--- src/rtl/score_disp_pkg.sv ---
// rtl/score_disp_pkg.sv - shared segment codes, level encodings and BCD types for the score display
package score_disp_pkg;

    typedef logic [3:0] bcd_nibble_t;

    localparam logic [7:0] SEG_0     = 8'h3F;
    localparam logic [7:0] SEG_1     = 8'h06;
    localparam logic [7:0] SEG_2     = 8'h5B;
    localparam logic [7:0] SEG_3     = 8'h4F;
    localparam logic [7:0] SEG_4     = 8'h66;
    localparam logic [7:0] SEG_5     = 8'h6D;
    localparam logic [7:0] SEG_6     = 8'h7D;
    localparam logic [7:0] SEG_7     = 8'h07;
    localparam logic [7:0] SEG_8     = 8'h7F;
    localparam logic [7:0] SEG_9     = 8'h6F;
    localparam logic [7:0] SEG_L     = 8'h38;
    localparam logic [7:0] SEG_BLANK = 8'h00;

    localparam logic [2:0] LEVEL_1 = 3'b001;
    localparam logic [2:0] LEVEL_2 = 3'b010;
    localparam logic [2:0] LEVEL_3 = 3'b100;

    function automatic logic [7:0] seg_encode(input bcd_nibble_t n);
        case (n)
            4'd0:    seg_encode = SEG_0;
            4'd1:    seg_encode = SEG_1;
            4'd2:    seg_encode = SEG_2;
            4'd3:    seg_encode = SEG_3;
            4'd4:    seg_encode = SEG_4;
            4'd5:    seg_encode = SEG_5;
            4'd6:    seg_encode = SEG_6;
            4'd7:    seg_encode = SEG_7;
            4'd8:    seg_encode = SEG_8;
            4'd9:    seg_encode = SEG_9;
            default: seg_encode = SEG_BLANK;
        endcase
    endfunction

endpackage

--- src/rtl/bin2bcd_seq.sv ---
// rtl/bin2bcd_seq.sv - 7-bit sequential shift-add-3 binary to BCD converter with start/done handshake
module bin2bcd_seq
    import score_disp_pkg::*;
(
    input  logic        clk,
    input  logic        rst,
    input  logic        start,
    input  logic [6:0]  bin,
    output logic        done,
    output bcd_nibble_t bcd_hund,
    output bcd_nibble_t bcd_tens,
    output bcd_nibble_t bcd_unit
);

    logic [6:0]  bin_q, bin_d;
    logic [11:0] bcd_q, bcd_d;
    logic [2:0]  cnt_q, cnt_d;
    logic        active_q, active_d;
    logic [11:0] adj;
    logic [11:0] shifted;

    always_comb begin
        adj = bcd_q;
        for (int i = 0; i < 3; i++) begin
            if (bcd_q[i*4 +: 4] >= 4'd5) begin
                adj[i*4 +: 4] = bcd_q[i*4 +: 4] + 4'd3;
            end
        end
        shifted  = {adj[10:0], bin_q[6]};
        bin_d    = bin_q;
        bcd_d    = bcd_q;
        cnt_d    = cnt_q;
        active_d = active_q;
        if (start) begin
            bin_d    = bin;
            bcd_d    = '0;
            cnt_d    = '0;
            active_d = 1'b1;
        end else if (active_q) begin
            bcd_d = shifted;
            bin_d = {bin_q[5:0], 1'b0};
            cnt_d = cnt_q + 3'd1;
            if (cnt_q == 3'd6) begin
                active_d = 1'b0;
            end
        end
    end

    assign done = active_q && (cnt_q == 3'd6);
    assign {bcd_hund, bcd_tens, bcd_unit} = shifted;

    always_ff @(posedge clk) begin
        if (rst) begin
            bin_q    <= '0;
            bcd_q    <= '0;
            cnt_q    <= '0;
            active_q <= 1'b0;
        end else begin
            bin_q    <= bin_d;
            bcd_q    <= bcd_d;
            cnt_q    <= cnt_d;
            active_q <= active_d;
        end
    end

endmodule

--- src/rtl/score_display_7seg.sv ---
// rtl/score_display_7seg.sv - score/round/level 8-digit multiplexed 7-segment display driver with blink
module score_display_7seg
    import score_disp_pkg::*;
#(
    parameter int SCAN_DIV   = 1,
    parameter int BLINK_HALF = 500
)
(
    input  logic       clk,
    input  logic       rst,
    input  logic [6:0] score,
    input  logic [4:0] round_count,
    input  logic [2:0] level,
    input  logic       game_end,
    output logic       busy,
    output logic [7:0] SEG_COM,
    output logic [7:0] SEG_DATA
);

    localparam logic [1:0] ST_IDLE       = 2'd0;
    localparam logic [1:0] ST_CONV_SCORE = 2'd1;
    localparam logic [1:0] ST_CONV_ROUND = 2'd2;
    localparam logic [1:0] ST_COMMIT     = 2'd3;

    localparam int SCAN_W  = (SCAN_DIV > 1) ? $clog2(SCAN_DIV) : 1;
    localparam int BLINK_W = (BLINK_HALF > 1) ? $clog2(BLINK_HALF) : 1;

    logic [1:0]   state_q, state_d;
    logic [6:0]   snap_score_q, snap_score_d;
    logic [4:0]   snap_round_q, snap_round_d;
    bcd_nibble_t  hold_shund_q, hold_shund_d, hold_stens_q, hold_stens_d, hold_sunit_q, hold_sunit_d;
    bcd_nibble_t  hold_rtens_q, hold_rtens_d, hold_runit_q, hold_runit_d;
    bcd_nibble_t  disp_shund_q, disp_shund_d, disp_stens_q, disp_stens_d, disp_sunit_q, disp_sunit_d;
    bcd_nibble_t  disp_rtens_q, disp_rtens_d, disp_runit_q, disp_runit_d;
    logic [SCAN_W-1:0]  scan_cnt_q, scan_cnt_d;
    logic [2:0]         digit_idx_q, digit_idx_d;
    logic [BLINK_W-1:0] blink_cnt_q, blink_cnt_d;
    logic               blink_on_q, blink_on_d;
    logic [7:0]   seg_com_q, seg_com_d, seg_data_q, seg_data_d;
    logic [7:0]   digit_seg;

    logic         conv_start;
    logic [6:0]   conv_bin;
    logic         conv_done;
    bcd_nibble_t  conv_hund, conv_tens, conv_unit;

    bin2bcd_seq u_bin2bcd (
        .clk      (clk),
        .rst      (rst),
        .start    (conv_start),
        .bin      (conv_bin),
        .done     (conv_done),
        .bcd_hund (conv_hund),
        .bcd_tens (conv_tens),
        .bcd_unit (conv_unit)
    );

    always_comb begin
        state_d      = state_q;
        snap_score_d = snap_score_q;
        snap_round_d = snap_round_q;
        hold_shund_d = hold_shund_q;
        hold_stens_d = hold_stens_q;
        hold_sunit_d = hold_sunit_q;
        hold_rtens_d = hold_rtens_q;
        hold_runit_d = hold_runit_q;
        disp_shund_d = disp_shund_q;
        disp_stens_d = disp_stens_q;
        disp_sunit_d = disp_sunit_q;
        disp_rtens_d = disp_rtens_q;
        disp_runit_d = disp_runit_q;
        conv_start   = 1'b0;
        conv_bin     = score;
        case (state_q)
            ST_IDLE: begin
                if ((score != snap_score_q) || (round_count != snap_round_q)) begin
                    snap_score_d = score;
                    snap_round_d = round_count;
                    conv_start   = 1'b1;
                    conv_bin     = score;
                    state_d      = ST_CONV_SCORE;
                end
            end
            ST_CONV_SCORE: begin
                if (conv_done) begin
                    hold_shund_d = conv_hund;
                    hold_stens_d = conv_tens;
                    hold_sunit_d = conv_unit;
                    conv_start   = 1'b1;
                    conv_bin     = {2'b00, snap_round_q};
                    state_d      = ST_CONV_ROUND;
                end
            end
            ST_CONV_ROUND: begin
                if (conv_done) begin
                    hold_rtens_d = conv_tens;
                    hold_runit_d = conv_unit;
                    state_d      = ST_COMMIT;
                end
            end
            ST_COMMIT: begin
                disp_shund_d = hold_shund_q;
                disp_stens_d = hold_stens_q;
                disp_sunit_d = hold_sunit_q;
                disp_rtens_d = hold_rtens_q;
                disp_runit_d = hold_runit_q;
                state_d      = ST_IDLE;
            end
            default: state_d = ST_IDLE;
        endcase
    end

    always_comb begin
        scan_cnt_d  = scan_cnt_q + SCAN_W'(1);
        digit_idx_d = digit_idx_q;
        if (scan_cnt_q == SCAN_W'(SCAN_DIV - 1)) begin
            scan_cnt_d  = '0;
            digit_idx_d = digit_idx_q + 3'd1;
        end
        blink_cnt_d = '0;
        blink_on_d  = 1'b1;
        if (game_end) begin
            blink_cnt_d = blink_cnt_q + BLINK_W'(1);
            blink_on_d  = blink_on_q;
            if (blink_cnt_q == BLINK_W'(BLINK_HALF - 1)) begin
                blink_cnt_d = '0;
                blink_on_d  = ~blink_on_q;
            end
        end
        case (digit_idx_q)
            3'd7: digit_seg = SEG_L;
            3'd6: begin
                case (level)
                    LEVEL_1: digit_seg = SEG_1;
                    LEVEL_2: digit_seg = SEG_2;
                    LEVEL_3: digit_seg = SEG_3;
                    default: digit_seg = SEG_BLANK;
                endcase
            end
            3'd5: digit_seg = SEG_BLANK;
            3'd4: digit_seg = (disp_rtens_q == 4'd0) ? SEG_BLANK : seg_encode(disp_rtens_q);
            3'd3: digit_seg = seg_encode(disp_runit_q);
            3'd2: digit_seg = (disp_shund_q == 4'd0) ? SEG_BLANK : seg_encode(disp_shund_q);
            3'd1: digit_seg = ((disp_shund_q == 4'd0) && (disp_stens_q == 4'd0)) ? SEG_BLANK
                                                                                 : seg_encode(disp_stens_q);
            default: digit_seg = seg_encode(disp_sunit_q);
        endcase
        seg_com_d  = ~(8'b0000_0001 << digit_idx_q);
        seg_data_d = blink_on_q ? digit_seg : SEG_BLANK;
    end

    always_ff @(posedge clk) begin
        if (rst) begin
            state_q      <= ST_IDLE;
            snap_score_q <= '0;
            snap_round_q <= '0;
            hold_shund_q <= '0;
            hold_stens_q <= '0;
            hold_sunit_q <= '0;
            hold_rtens_q <= '0;
            hold_runit_q <= '0;
            disp_shund_q <= '0;
            disp_stens_q <= '0;
            disp_sunit_q <= '0;
            disp_rtens_q <= '0;
            disp_runit_q <= '0;
            scan_cnt_q   <= '0;
            digit_idx_q  <= '0;
            blink_cnt_q  <= '0;
            blink_on_q   <= 1'b1;
            seg_com_q    <= 8'hFF;
            seg_data_q   <= 8'h00;
        end else begin
            state_q      <= state_d;
            snap_score_q <= snap_score_d;
            snap_round_q <= snap_round_d;
            hold_shund_q <= hold_shund_d;
            hold_stens_q <= hold_stens_d;
            hold_sunit_q <= hold_sunit_d;
            hold_rtens_q <= hold_rtens_d;
            hold_runit_q <= hold_runit_d;
            disp_shund_q <= disp_shund_d;
            disp_stens_q <= disp_stens_d;
            disp_sunit_q <= disp_sunit_d;
            disp_rtens_q <= disp_rtens_d;
            disp_runit_q <= disp_runit_d;
            scan_cnt_q   <= scan_cnt_d;
            digit_idx_q  <= digit_idx_d;
            blink_cnt_q  <= blink_cnt_d;
            blink_on_q   <= blink_on_d;
            seg_com_q    <= seg_com_d;
            seg_data_q   <= seg_data_d;
        end
    end

    assign busy     = (state_q != ST_IDLE);
    assign SEG_COM  = seg_com_q;
    assign SEG_DATA = seg_data_q;

endmodule

--- config.mk ---
export PLATFORM = sky130hd
export DESIGN_NAME = score_display_7seg
export DESIGN_NICKNAME = d
export VERILOG_FILES = /design/src/rtl/score_disp_pkg.sv /design/src/rtl/bin2bcd_seq.sv /design/src/rtl/score_display_7seg.sv
export SDC_FILE = /design/constraint.sdc
export NUM_CORES = 1
export LEC_CHECK = 0
export CELL_PAD_IN_SITES_DETAIL_PLACEMENT = 2
export CELL_PAD_IN_SITES_GLOBAL_PLACEMENT = 2
export CORE_MARGIN = 3
export CORE_UTILIZATION = 43
export DETAILED_ROUTE_END_ITERATION = 10
export DONT_BUFFER_PORTS = 1
export PLACE_DENSITY_LB_ADDON = 0.1
export SETUP_SLACK_MARGIN = 0.3
export SYNTH_ARGS = -nofsm -noshare
export SYNTH_HDL_FRONTEND = slang
export SYNTH_SLANG_ARGS = --single-unit
export TNS_END_PERCENT = 5
--- constraint.sdc ---
create_clock -name clk -period 2.85 [get_ports clk]
set_input_delay 0.285 -clock clk [delete_from_list [all_inputs] [get_ports clk]]
set_output_delay 0.285 -clock clk [all_outputs]
set_load 0.02 [all_outputs]
==> run_results.csv, run 1 <==
group,metric,value,unit
grt,overflow,0,
floorplan,num_rows,44,
synthesis,synthTopCellsByArea,"dfxtp_1, ha_1, mux2i_1",
timing,slew_headroom,42.7,%
pwr,leakage,2.74,nW
placement,routabilityCongestion,0.846,
synthesis,yosys.area.top_type,"dfxtp_1",
timing,period_share,82.1,%
clock_tree,numClockSinks,141,
cells_and_area,nFillCells,1570,
clock_tree,clkSlewWorstSetupHoldPaths,60,ps
synthesis,yosys-top-cells-count,"dfxtp_1, nor2_1, nand2_1",
timing,finalSetupViolCount,0,
setup_path,end_kind,"flop",
synthesis,yosys_warnings,0,
pwr,irDropWorstVdd,0.000441,V
floorplan,core_area,0.0146,sq mm
grt,grt_usage,22.8,%
timing,skew,9.48,ps
floorplan,die_area,0.0164,sq mm
status,status,"finished, final reports clean",
clock_tree,cts_tree,"yes",
cells_and_area,drive_gt1_share,7.84,%
setup_path,critPathMaxFanout,9,
drt,wire_per_inst,19.6,um
floorplan,start_util,44.0,%
synthesis,ys.flop_type,"dfxtp_1",
synthesis,synth_cell_type_count,47,
synthesis,synth.yosys.seq_area_share,44.0,%
cells_and_area,utilization,49.2,%
timing,whs,14.0,ps
clock_tree,insertion_delay,430,ps
cells_and_area,seq_area,0.00282,sq mm
floorplan,dieWidth,128,um
drt,postRouteAntennaNets,0,
clock_tree,numCtsBuffers,17,
grt,grt_max_degree,58,
cells_and_area,syn2layout_area_growth,11.8,%
pwr,power_density,716,mW/mm^2
synthesis,synth_top_cell_area_share,44.0,%
clock_tree,ctsRootBufferMaster,"clkbuf_16",
setup_path,reg2reg_depth,7,
grt,antenna_found_initial,0,
drt,vias,5011,
job,cap_viol_max_count,0,
synthesis,synth_edf_count,0,
setup_path,crit_type,"reg -> reg",
timing,maxSlewViolCount,0,
synthesis,synth_seq_cells,141,
setup_path,cp-start-kind,"flop",
setup_path,reg2reg_from,"state_q[0]",
placement,io_buffers,0,
floorplan,fp.dieH,128,um
synthesis,async_flop_share,0,%
drt,drtPass1Iterations,4,
drt,drc,0,
drt,vias_per_cell,5.50,
cells_and_area,final_nets,783,
clock_tree,clockBufferDepth,2,
timing,setup_tns,0,ps
grt,grt_pass1_vias,5498,
min_path,hp-class,"in -> reg",
setup_path,startpoint,"state_q[0]",
grt,grt_pass1_wl,29.3,mm
timing,rsz0062_at_grt,"no",
setup_path,cp.arrival,2600,ps
synthesis,syn_inst,717,
timing,fin_crit,2340,ps
clock_tree,postCtsSetupBuffers,0,
setup_path,required,3110,ps
cells_and_area,num_antenna_cells,0,
clock_tree,htreeDepth,4,
synthesis,netlist_area,0.00642,sq mm
placement,post-dp-hpwl,12.1,mm
synthesis,synth_most_common_cell,"dfxtp_1",
cells_and_area,multi_input_area,0.00334,sq mm
drt,drt-initial-drc-count,207,
drt,wirelength,17.9,mm
setup_path,rrSetupSlack,510,ps
timing,timing_hold_violations_final,0,
timing,tightest_slew,858,ps
floorplan,ioPinCount,35,
timing,max_freq,427,MHz
synthesis,synth_area_per_cell,8.96,sq um
[where the power goes]
| group | internal (mW) | total, mW | switching, mW |
|---|---|---|---|
| sequential | 2.11 | 2.26 | 0.153 |
| clock | 1.25 | 2.10 | 0.849 |
| combinational | 0.320 | 0.773 | 0.454 |
| total | 3.68 | 5.14 | 1.46 |
[repair_timing]
item                       4_1_cts  5_1_grt
resized for setup                0        1
hold endpoints to repair        60        0
setup endpoints to repair        0       24
hold buffers                     4        0
[layout by cell type (no fill, tap or decap), types with 3 or more instances in the layout]
cell | netlist | routed
or2_2 | 6 | 6
clkinv_1 | 5 | 5
mux2i_1 | 49 | 49
dlygate4sd3_1 | 0 | 3
nor4_1 | 4 | 4
nand2_1 | 66 | 66
a211oi_1 | 14 | 14
buf_4 | 4 | 7
nor4_2 | 3 | 3
nor2_1 | 103 | 103
clkbuf_8 | 0 | 3
a21oi_1 | 53 | 53
clkinv_2 | 0 | 5
a221oi_1 | 5 | 5
nor3b_1 | 6 | 6
nor2_2 | 5 | 5
ha_1 | 50 | 49
nand4_1 | 4 | 4
o22ai_1 | 15 | 15
a22oi_1 | 6 | 6
nor3_1 | 4 | 4
nor2b_1 | 5 | 5
and3_1 | 3 | 3
o21ai_0 | 33 | 33
clkinvlp_4 | 0 | 4
dfxtp_1 | 141 | 141
nand2b_1 | 9 | 9
xor2_1 | 18 | 18
nand3_1 | 13 | 13
a31oi_1 | 4 | 4
inv_1 | 26 | 26
clkbuf_16 | 0 | 17
xnor2_1 | 14 | 14
[worst min path at each step]
stage                   startpoint               to  slack, ps  cells past startpoint
floorplan           blink_cnt_q[0]   blink_cnt_q[0]        420                      1
detailed placement             rst  disp_sunit_q[0]        360                      1
global route        round_count[0]  snap_round_q[0]          8                      2
CTS                       score[6]  snap_score_q[6]          3                      2
global placement               rst  disp_stens_q[0]        360                      1
finish                    score[1]  snap_score_q[1]         10                      2
[layout make-up]
cell class	count	area share, %
Multi-Input combinational cell	513	46.5
Sequential cell	141	39.3
Clock buffer	20	6.50
Tap cell	184	3.21
Inverter	31	1.62
Timing Repair Buffer	11	1.53
Clock inverter	11	1.31
[worst max-delay path: stages (launching register included)]
cell and delay [ps]:
dfxtp_1 400, ha_2 390, mux2i_1 150, nor2_1 460, inv_1 190, ha_1 250, a21oi_1 150, o21ai_0 170
[routing by layer]
layer	share of wire (%)	up-vias	routed length, um	global-route usage, %
met4	1.5	0	266	8.49
met1	47	2474	8350	29.1
met3	2.6	21	470	3.92
li1	-	2447	-	-
met2	49	69	8790	38.5
met5	0	-	0	0
[stage by stage]
stage	total power, mW	cell area, sq um	setup slack (ps)	cells
after floorplan	2.87	6430	959	718
final	5.14	7180	511	911
after detailed placement	3.04	6560	416	876
after CTS	5.20	7180	323	911
after global placement	2.99	6560	484	876
after global routing	5.40	7180	301	911
[cell families after synthesis]
| kind of cell | Yosys count | share of synthesized area (%) |
|---|---|---|
| AND/OR/NAND/NOR | 238 | 16.9 |
| AO/OA/AOI/OAI | 142 | 13.2 |
| flip-flops | 141 | 44.0 |
| buffers and inverters | 64 | 4.15 |
| adder cells (fa/ha/maj) | 50 | 9.74 |
| multiplexers | 49 | 7.64 |
| XOR/XNOR | 32 | 4.36 |
| other | 1 | 0.0584 |
Power figures use the tool's default switching activity.
==> inputs of run 2 (changes only) <==
Settings changed: CORE_UTILIZATION 43 to 40.
Clock period 2.85 ns to 2.25 ns, I/O delays scaled along.
==> run 2 against run 1 <==
  * Critical path type unchanged
  * Final cell count grew 5.9%
  * Maximum frequency grew 18%
  * Sequential share of layout area shrank 3.2 points
  * Via count grew 4.1%
  * Core utilization grew 1.5 points
  * Global-route usage grew 0.53 points
  * Clock skew grew 3.9 ps
  * Non-clock buffer count grew 26
  * Register-to-register slack lost 240 ps
==> run_results.csv, run 2 (synthesis gave the netlist of run 1 again) <==
group,metric,value,unit
clock_tree,numClockSinks,141,
timing,fin_crit,1980,ps
status,status,"finished, final reports clean",
cells_and_area,final_cells,965,
clock_tree,insertion_delay,440,ps
drt,postRouteAntennaNets,0,
cells_and_area,drive_gt1_share,14.5,%
timing,worst_slack,267,ps
placement,post-dp-hpwl,12.3,mm
placement,routabilityCongestion,0.815,
timing,period_share,88.1,%
setup_path,crit_type,"reg -> reg",
pwr,power_frac_seq,39.3,%
job,cap_viol_max_count,0,
floorplan,start_util,41.6,%
pwr,irDropWorstVdd,0.000611,V
placement,dp.cells,907,
min_path,hold_path_startpoint,"game_end",
setup_path,reg2reg_depth,5,
floorplan,die_area,0.0176,sq mm
timing,rsz0062_at_grt,"yes",
setup_path,rrSetupSlack,270,ps
cells_and_area,num_antenna_cells,0,
grt,grt_usage,23.3,%
pwr,leakage,2.96,nW
cells_and_area,final_nets,809,
floorplan,num_rows,45,
cells_and_area,utilization,50.7,%
pwr,swShare,26.7,%
pwr,power_density,933,mW/mm^2
clock_tree,clkSlewWorstSetupHoldPaths,60,ps
cells_and_area,final_common_cell,"dfxtp_1",
grt,overflow,0,
floorplan,ioPinCount,35,
placement,io_buffers,0,
placement,post-place-ws,29.1,ps
drt,vias_per_cell,5.41,
pwr,net-switching-power,1.95,mW
grt,grt_max_degree,66,
floorplan,fp.dieH,133,um
setup_path,critPathMaxFanout,7,
clock_tree,numCtsBuffers,17,
min_path,whs_endpoint,"blink_on_q",
drt,wirelength,20.4,mm
setup_path,cp.arrival,2270,ps
timing,finalSetupViolCount,0,
timing,setup_tns,0,ps
drt,drtPass1Iterations,4,
drt,vias,5216,
pwr,fin_total_pwr,7.29,mW
drt,wire_per_inst,21.1,um
pwr,internal-power,5.35,mW
grt,grt_pass1_wl,32.3,mm
min_path,hp-class,"in -> reg",
clock_tree,ctsRootBufferMaster,"clkbuf_16",
setup_path,regToRegEndpoint,"SEG_DATA[6]",
drt,drt-initial-drc-count,187,
grt,antenna_found_initial,0,
timing,tightest_slew,515,ps
clock_tree,clockBufferDepth,2,
clock_tree,cts_tree,"yes",
clock_tree,htreeDepth,4,
timing,timing_hold_violations_final,0,
grt,grt_pass1_vias,5753,
pwr,pwr-share-comb,15.4,%
drt,drc,0,
setup_path,reg2reg_from,"disp_shund_q[3]",
timing,maxSlewViolCount,0,
pwr,pwr-share-clk,45.3,%
min_path,holdPathStages,2,
floorplan,core_area,0.0154,sq mm
floorplan,dieWidth,133,um
setup_path,cp-start-kind,"flop",
timing,skew,13.3,ps
timing,slew_headroom,65.4,%
setup_path,end_kind,"flop",
cells_and_area,syn2layout_area_growth,21.8,%
timing,max_freq,504,MHz
cells_and_area,layout_common_cells,"dfxtp_1, nor2_1, nand2_1",
setup_path,required,2540,ps
run 2: cell count changes in the layout (fill, tap and decap cells not counted), sizes merged:
cell and delta:
clkbuf +3, clkinvlp -2, buf +13, clkinv -4, dlygate4sd3 +11, bufinv +5
bufbuf +1
run 2: power groups by stage:
stage	registers, mW	logic (mW)	clock network [mW]
after global placement	2.89	0.918	0
final	2.87	1.13	3.30
after floorplan	2.85	0.791	0
after detailed placement	2.91	0.978	0
after CTS	2.86	1.09	3.37
after global routing	2.88	1.25	3.48
run 2: how the worst max path moves through the flow:
stage / from / endpoint / slack [ps] / cells after the start
floorplan: state_q[0] / flop / 360 / 9
global placement: state_q[0] / flop / 240 / 8
detailed placement: state_q[1] / flop / 30 / 8
CTS: state_q[1] / flop / 290 / 8
global route: digit_idx_q[0] / SEG_DATA[0] / 110 / 7
finish: disp_shund_q[3] / SEG_DATA[6] / 270 / 5
run 2: worst max-delay path: stages (launching register included):
cell      delay (ps)
dfxtp_1          340
nor4_2           510
nand2_1          130
and3_1           300
a222oi_1         390
a21oi_1          160
run 2: what timing repair did:
action | 4_1_cts | 5_1_grt
cloned | 1 | 0
pin swaps | 3 | 4
setup endpoints to repair | 48 | 62
setup buffers | 3 | 7
hold buffers | 15 | 0
gates resized for setup | 29 | 26
endpoints found under the hold margin | 78 | 0
run 2: metal layers:
metal	routed length [um]	vias up	track usage (%)
li1	-	2499	-
met1	8910	2609	27.7
met2	10600	79	41.8
met3	531	29	5.32
met4	340	0	7.10
met5	0	-	0
run 2: through the flow:
stage	area [sq um]	hold slack, ps
after floorplan	6430	372
after global placement	6640	304
after detailed placement	6640	306
after CTS	7660	0.825
after global routing	7820	19.3
final	7820	17.0
run 2: cell type report:
class	count	area, sq um
fill	1657	7610
multi-input combinational	513	3540
sequential	141	2830
clock buffer	22	484
timing repair buffer	37	368
tap	211	264
clock inverter	10	208
inverter	31	125
